--- config.mk ---
export PLATFORM = sky130hd
export DESIGN_NAME = vid_frame_tracker
export DESIGN_NICKNAME = d
export VERILOG_FILES = /design/src/rtl/vid_frame_tracker_pkg.sv /design/src/rtl/vid_frame_tracker.sv
export SDC_FILE = /design/constraint.sdc
export NUM_CORES = 1
export LEC_CHECK = 0
export ABC_AREA = 1
export BUFFER_PORTS_ARGS = -buffer_cell sky130_fd_sc_hd__buf_2
export CAP_MARGIN = 15
export CORE_MARGIN = 2
export CORE_UTILIZATION = 25
export DETAILED_ROUTE_END_ITERATION = 8
export REMOVE_ABC_BUFFERS = 1
export SYNTH_ARGS = -nofsm -noshare
export SYNTH_HDL_FRONTEND = slang
export SYNTH_SLANG_ARGS = --single-unit
export TNS_END_PERCENT = 100
--- constraint.sdc ---
create_clock -name clk -period 1.8 [get_ports clk]
set_input_delay 0.18 -clock clk [delete_from_list [all_inputs] [get_ports clk]]
set_output_delay 0.18 -clock clk [all_outputs]
set_load 0.1 [all_outputs]
--- src/rtl/vid_frame_tracker_pkg.sv ---
// Shared types and default geometry for the video frame tracker.
// The defaults describe a 1280x720 active raster.
package vid_frame_tracker_pkg;

    typedef enum logic {
        WAIT_SOF = 1'b0,
        IN_FRAME = 1'b1
    } state_t;

    localparam int DEF_H_ACTIVE = 1280;
    localparam int DEF_V_ACTIVE = 720;
    localparam int DEF_CNT_W    = 16;

endpackage : vid_frame_tracker_pkg

--- src/rtl/vid_frame_tracker.sv ---
// Passive AXI4-Stream video tap: tracks pixel/line position, pulses frame completion
// (feeds the downstream frame counter enable) and flags malformed lines and frames.
module vid_frame_tracker
    import vid_frame_tracker_pkg::*;
#(
    parameter int H_ACTIVE = DEF_H_ACTIVE,
    parameter int V_ACTIVE = DEF_V_ACTIVE,
    parameter int CNT_W    = DEF_CNT_W
) (
    input  logic             clk,
    input  logic             rst_n,
    input  logic             s_tvalid,
    input  logic             s_tready,
    input  logic             s_tuser,
    input  logic             s_tlast,
    output logic             frame_done_out,
    output logic             frame_bad_out,
    output logic             line_err_out,
    output logic             sof_err_out,
    output logic [CNT_W-1:0] pix_cnt_out,
    output logic [CNT_W-1:0] line_cnt_out
);

    localparam logic [CNT_W-1:0] H_CNT   = CNT_W'(H_ACTIVE);
    localparam logic [CNT_W-1:0] V_CNT   = CNT_W'(V_ACTIVE);
    localparam logic [CNT_W-1:0] CNT_ONE = CNT_W'(1);
    localparam logic [CNT_W-1:0] CNT_MAX = {CNT_W{1'b1}};

    state_t           r_state;
    logic [CNT_W-1:0] r_pix;
    logic [CNT_W-1:0] r_line;
    logic             r_bad;
    logic             r_frame_done;
    logic             r_frame_bad;
    logic             r_line_err;
    logic             r_sof_err;

    logic             w_beat;
    logic             w_active;
    logic [CNT_W-1:0] w_cnt;
    logic [CNT_W-1:0] w_line_base;
    logic [CNT_W-1:0] w_line_inc;
    logic             w_bad_base;
    state_t           w_state_nxt;
    logic [CNT_W-1:0] w_pix_nxt;
    logic [CNT_W-1:0] w_line_nxt;
    logic             w_bad_nxt;
    logic             w_frame_done;
    logic             w_frame_bad;
    logic             w_line_err;
    logic             w_sof_err;

    // Next-state decode: SOF handling first, then end-of-line on the same beat.
    always_comb begin
        w_beat       = s_tvalid & s_tready;
        w_active     = 1'b0;
        w_cnt        = r_pix;
        w_line_base  = r_line;
        w_bad_base   = r_bad;
        w_line_inc   = r_line;
        w_state_nxt  = r_state;
        w_pix_nxt    = r_pix;
        w_line_nxt   = r_line;
        w_bad_nxt    = r_bad;
        w_frame_done = 1'b0;
        w_frame_bad  = 1'b0;
        w_line_err   = 1'b0;
        w_sof_err    = 1'b0;

        if (w_beat && s_tuser) begin
            w_active    = 1'b1;
            w_sof_err   = (r_state == IN_FRAME);
            w_cnt       = CNT_ONE;
            w_line_base = '0;
            w_bad_base  = 1'b0;
        end else if (w_beat && (r_state == IN_FRAME)) begin
            w_active = 1'b1;
            w_cnt    = (r_pix == CNT_MAX) ? CNT_MAX : (r_pix + CNT_ONE);
        end else begin
            w_active = 1'b0;
        end

        if (w_active && s_tlast) begin
            w_line_err = (w_cnt != H_CNT);
            w_bad_nxt  = w_bad_base | w_line_err;
            w_line_inc = w_line_base + CNT_ONE;
            w_pix_nxt  = '0;
            if (w_line_inc == V_CNT) begin
                w_frame_done = 1'b1;
                w_frame_bad  = w_bad_base | w_line_err;
                w_line_nxt   = '0;
                w_state_nxt  = WAIT_SOF;
            end else begin
                w_line_nxt  = w_line_inc;
                w_state_nxt = IN_FRAME;
            end
        end else if (w_active) begin
            w_pix_nxt   = w_cnt;
            w_line_nxt  = w_line_base;
            w_bad_nxt   = w_bad_base;
            w_state_nxt = IN_FRAME;
        end else begin
            w_state_nxt = r_state;
        end
    end

    // State, counters and registered pulse outputs.
    always_ff @(posedge clk) begin
        if (!rst_n) begin
            r_state      <= WAIT_SOF;
            r_pix        <= '0;
            r_line       <= '0;
            r_bad        <= 1'b0;
            r_frame_done <= 1'b0;
            r_frame_bad  <= 1'b0;
            r_line_err   <= 1'b0;
            r_sof_err    <= 1'b0;
        end else begin
            r_state      <= w_state_nxt;
            r_pix        <= w_pix_nxt;
            r_line       <= w_line_nxt;
            r_bad        <= w_bad_nxt;
            r_frame_done <= w_frame_done;
            r_frame_bad  <= w_frame_bad;
            r_line_err   <= w_line_err;
            r_sof_err    <= w_sof_err;
        end
    end

    assign frame_done_out = r_frame_done;
    assign frame_bad_out  = r_frame_bad;
    assign line_err_out   = r_line_err;
    assign sof_err_out    = r_sof_err;
    assign pix_cnt_out    = r_pix;
    assign line_cnt_out   = r_line;

endmodule : vid_frame_tracker
==> impl_metrics.toml <==
[grt]
grt_first_pass_wirelength_um = 13500
grt_use_total = 0.150
antenna_found_initial = 0
grt_overflow = 0
grt_max_degree = 24
first_global_vias = 2890

[setup_path]
cp_slowest_cell = "dfxtp_2"
path_class = "reg -> reg"
arrival_ns = 2.03
crit_fanout = 6
rr_worst_depth = 10
cp.depth = 10
worst-path-buf-inv = 1
cp-start-kind = "register"
slowest_delay_ns = 0.35
crit_required_ns = 2.00
cp-end-kind = "register"
crit_family = "simple AND/OR/NAND/NOR gates"
crit_chain = "ha_4 -> nand3_2 -> nor2_4 -> buf_4 -> nand4_4 -> nand2_1 -> nor3_1 -> nand4_1 -> nor2_2 -> a21oi_1"

[yosys]
synth_xor_area_frac = 0.0103
synth_compound_area_frac = 0.0728
avgSynthCellArea_sq_um = 6.03
yosys.area_share.simple = 0.515
synth_warnings = 0
synth.distinct_cells = 32
synth_fa_ha_area_frac = 0.00492
yosysSeqAreaShare = 0.299
synth.ff_latch_count = 38
netlist_area_sq_um = 2540
synth_top_family_by_area = "simple AND/OR/NAND/NOR gates"
synthMuxAreaShare = 0
synthCells = 422

[die]
die-area_sq_um = 11000
ioPinCount = 42
rows = 36
initial_core_util = 0.259
die_w_um = 105
core_area_sq_um = 9820
die_y_um = 105

[pwr]
leakage_nw = 1.97
p_per_area_nw_per_um2 = 492
ir_drop_mv = 0.314

[placed_design]
dp.cells = 658
io_buffers = 41
hpwl_um = 6030
gp_congestion = 0.888
dpl_cell_area_sq_um = 3400

[final_layout]
post-route-util = 0.410
diodes = 0
fin_cells = 692
final_area_sq_um = 4030
areaGrowthSynthToFinish_pct = 58.3
fin_nets = 565
drive_above_1_share = 0.454

[timing]
setup_viol = 2
finalCritPeriodShare = 1.02
tightest_slew_ns = 0.507
maxSlewViolCount = 0
period_needed_ns = 1.83
fmax_ghz = 0.546
rsz0062_at_grt = "yes"
hold_viol_final = 0
fin_skew_ns = 0.0104
fin_ws_ns = -0.0324
max-slew-margin-rel = 0.664
fin_setup_tns_ns = -0.0399

[clock_tree]
clkSinkCount = 38
cts_max_level = 2
clk_latency_ns = 0.31
path_clk_slew_ns = 0.09
cts_tree = "built"
cts_hold_buf = 0
cts_buffer_depth = 2
clk_root_buffer_cell = "clkbuf_8"
cts_buffers = 5

[status]
violations = "negative setup slack"
status = "complete, but fails checks"

[detailed_routing]
routed_wirelength_um = 8820
drt_iter0_markers = 155
first_pass_iters = 4
vias = 3176
viasPerCell = 4.59
detail-route-antenna-nets = 0
drc = 0
wire_per_inst_um = 12.7

[job]
cap_viol_max_count = 0

[worst_hold_path]
whs_path_depth = 3
min_path_type = "in -> reg"
==> metal layers <==
layer / vias up / part of all wire / global-route usage
met4: 0 / 0.012 / 0.0314
met5: - / 0 / 0
met1: 1464 / 0.45 / 0.193
li1: 1627 / - / -
met2: 72 / 0.50 / 0.262
met3: 13 / 0.040 / 0.0268
==> state kept, by name, summed over array words and instances, names as in the netlist <==
register,count
frame_bad_out,1
frame_done_out,1
line_cnt_out,16
line_err_out,1
pix_cnt_out,16
r_bad,1
r_state,1
sof_err_out,1
==> cells by family (layout without fill, tap and decap cells) <==
logic type	after synthesis	after routing
compound gates	35	35
xor+xnor	3	3
fa+ha+maj	1	1
buf+inv	60	196
flops	38	38
simple gates	285	286
==> path summary, 6_finish.rpt <==
kind	startpoint	endpoint	slack, ns
setup / recovery	pix_cnt_out[1]	frame_bad_out	-0.03
hold / removal	rst_n	line_cnt_out[4]	0.19
setup reg to reg	pix_cnt_out[1]	frame_bad_out	-0.03
hold reg to reg	r_bad	frame_bad_out	0.49
==> worst reg2reg max path: stages (launching register included) <==
cell	delay, ns
dfxtp_2	0.35
ha_4	0.17
nand3_2	0.09
nor2_4	0.05
buf_4	0.16
nand4_4	0.11
nand2_1	0.11
nor3_1	0.32
nand4_1	0.17
nor2_2	0.13
a21oi_1	0.07
==> per-stage QoR <==
stage          setup slack, ns  power (W)  hold slack [ns]
6_report               -0.0324    0.00198            0.185
3_5_place_dp            -0.199    0.00106            0.477
2_1_floorplan           -0.758   0.000986            0.342
4_1_cts               -0.00169    0.00198            0.177
3_3_place_gp            -0.176    0.00106            0.469
5_1_grt                 -0.121    0.00205            0.192
==> layout by cell type (no fill, tap or decap), drive strengths merged <==
cell type | synthesis | layout
clkinvlp | 0 | 1
clkbuf | 2 | 5
a21oi | 19 | 19
xor2 | 3 | 3
inv | 48 | 47
o22ai | 1 | 1
nand4 | 11 | 12
nor3b | 1 | 1
a31oi | 1 | 1
bufinv | 0 | 2
nand2 | 139 | 139
o21ai | 11 | 11
o211ai | 2 | 2
nor2 | 71 | 71
nor3 | 7 | 7
a211oi | 1 | 1
buf | 9 | 139
nand3 | 53 | 53
clkinv | 1 | 2
dfxtp | 38 | 38
nand3b | 3 | 3
ha | 1 | 1
==> Yosys cell counts <==
cell type  instances  share of area
a211oi_1           1         0.0030
a21oi_1           19          0.037
a31oi_1            1         0.0025
buf_1              2         0.0030
buf_2              4         0.0079
buf_4              1         0.0030
buf_6              2         0.0088
clkbuf_1           2         0.0030
clkinv_1           1         0.0015
dfxtp_1           38           0.30
ha_1               1         0.0049
inv_1             39          0.058
inv_2              9          0.013
nand2_1          137           0.20
nand2_2            2         0.0049
nand3_1           45          0.088
nand3_2            6          0.024
nand3_4            2          0.014
nand3b_1           3         0.0088
nand4_1            9          0.022
nand4_2            2         0.0098
nor2_1            60          0.088
nor2_2             8          0.020
nor2_4             2         0.0088
nor2_8             1         0.0079
nor3_1             7          0.014
nor3b_1            1         0.0030
o211ai_1           2         0.0059
o21ai_0            8          0.016
o21ai_1            3         0.0059
o22ai_1            1         0.0025
xor2_1             3          0.010
==> what timing repair did <==
action | in CTS | in global routing
setup endpoints to repair | 11 | 24
pin swaps | 8 | 35
gates resized for setup | 27 | 67
setup buffers | 6 | 19
cloned | 1 | 0
endpoints found under the hold margin | 0 | 0
==> cell type report <==
type                       count  area [sq um]
clock buffer                   5          68.8
clock inverter                 3          68.8
fill                        1047          5790
inverter                      49           188
multi-input combinational    325          1800
sequential                    38           791
tap                          133           166
timing repair buffer         139           945
==> power by group <==
part	switching (W)	internal (W)	total (W)	leakage, nW
registers	0.00000790	0.000846	0.000854	0.317
logic	0.000149	0.0000696	0.000218	1.58
clock network	0.000354	0.000556	0.000910	0.0683
Note: power is estimated with default switching activity, not from simulation.
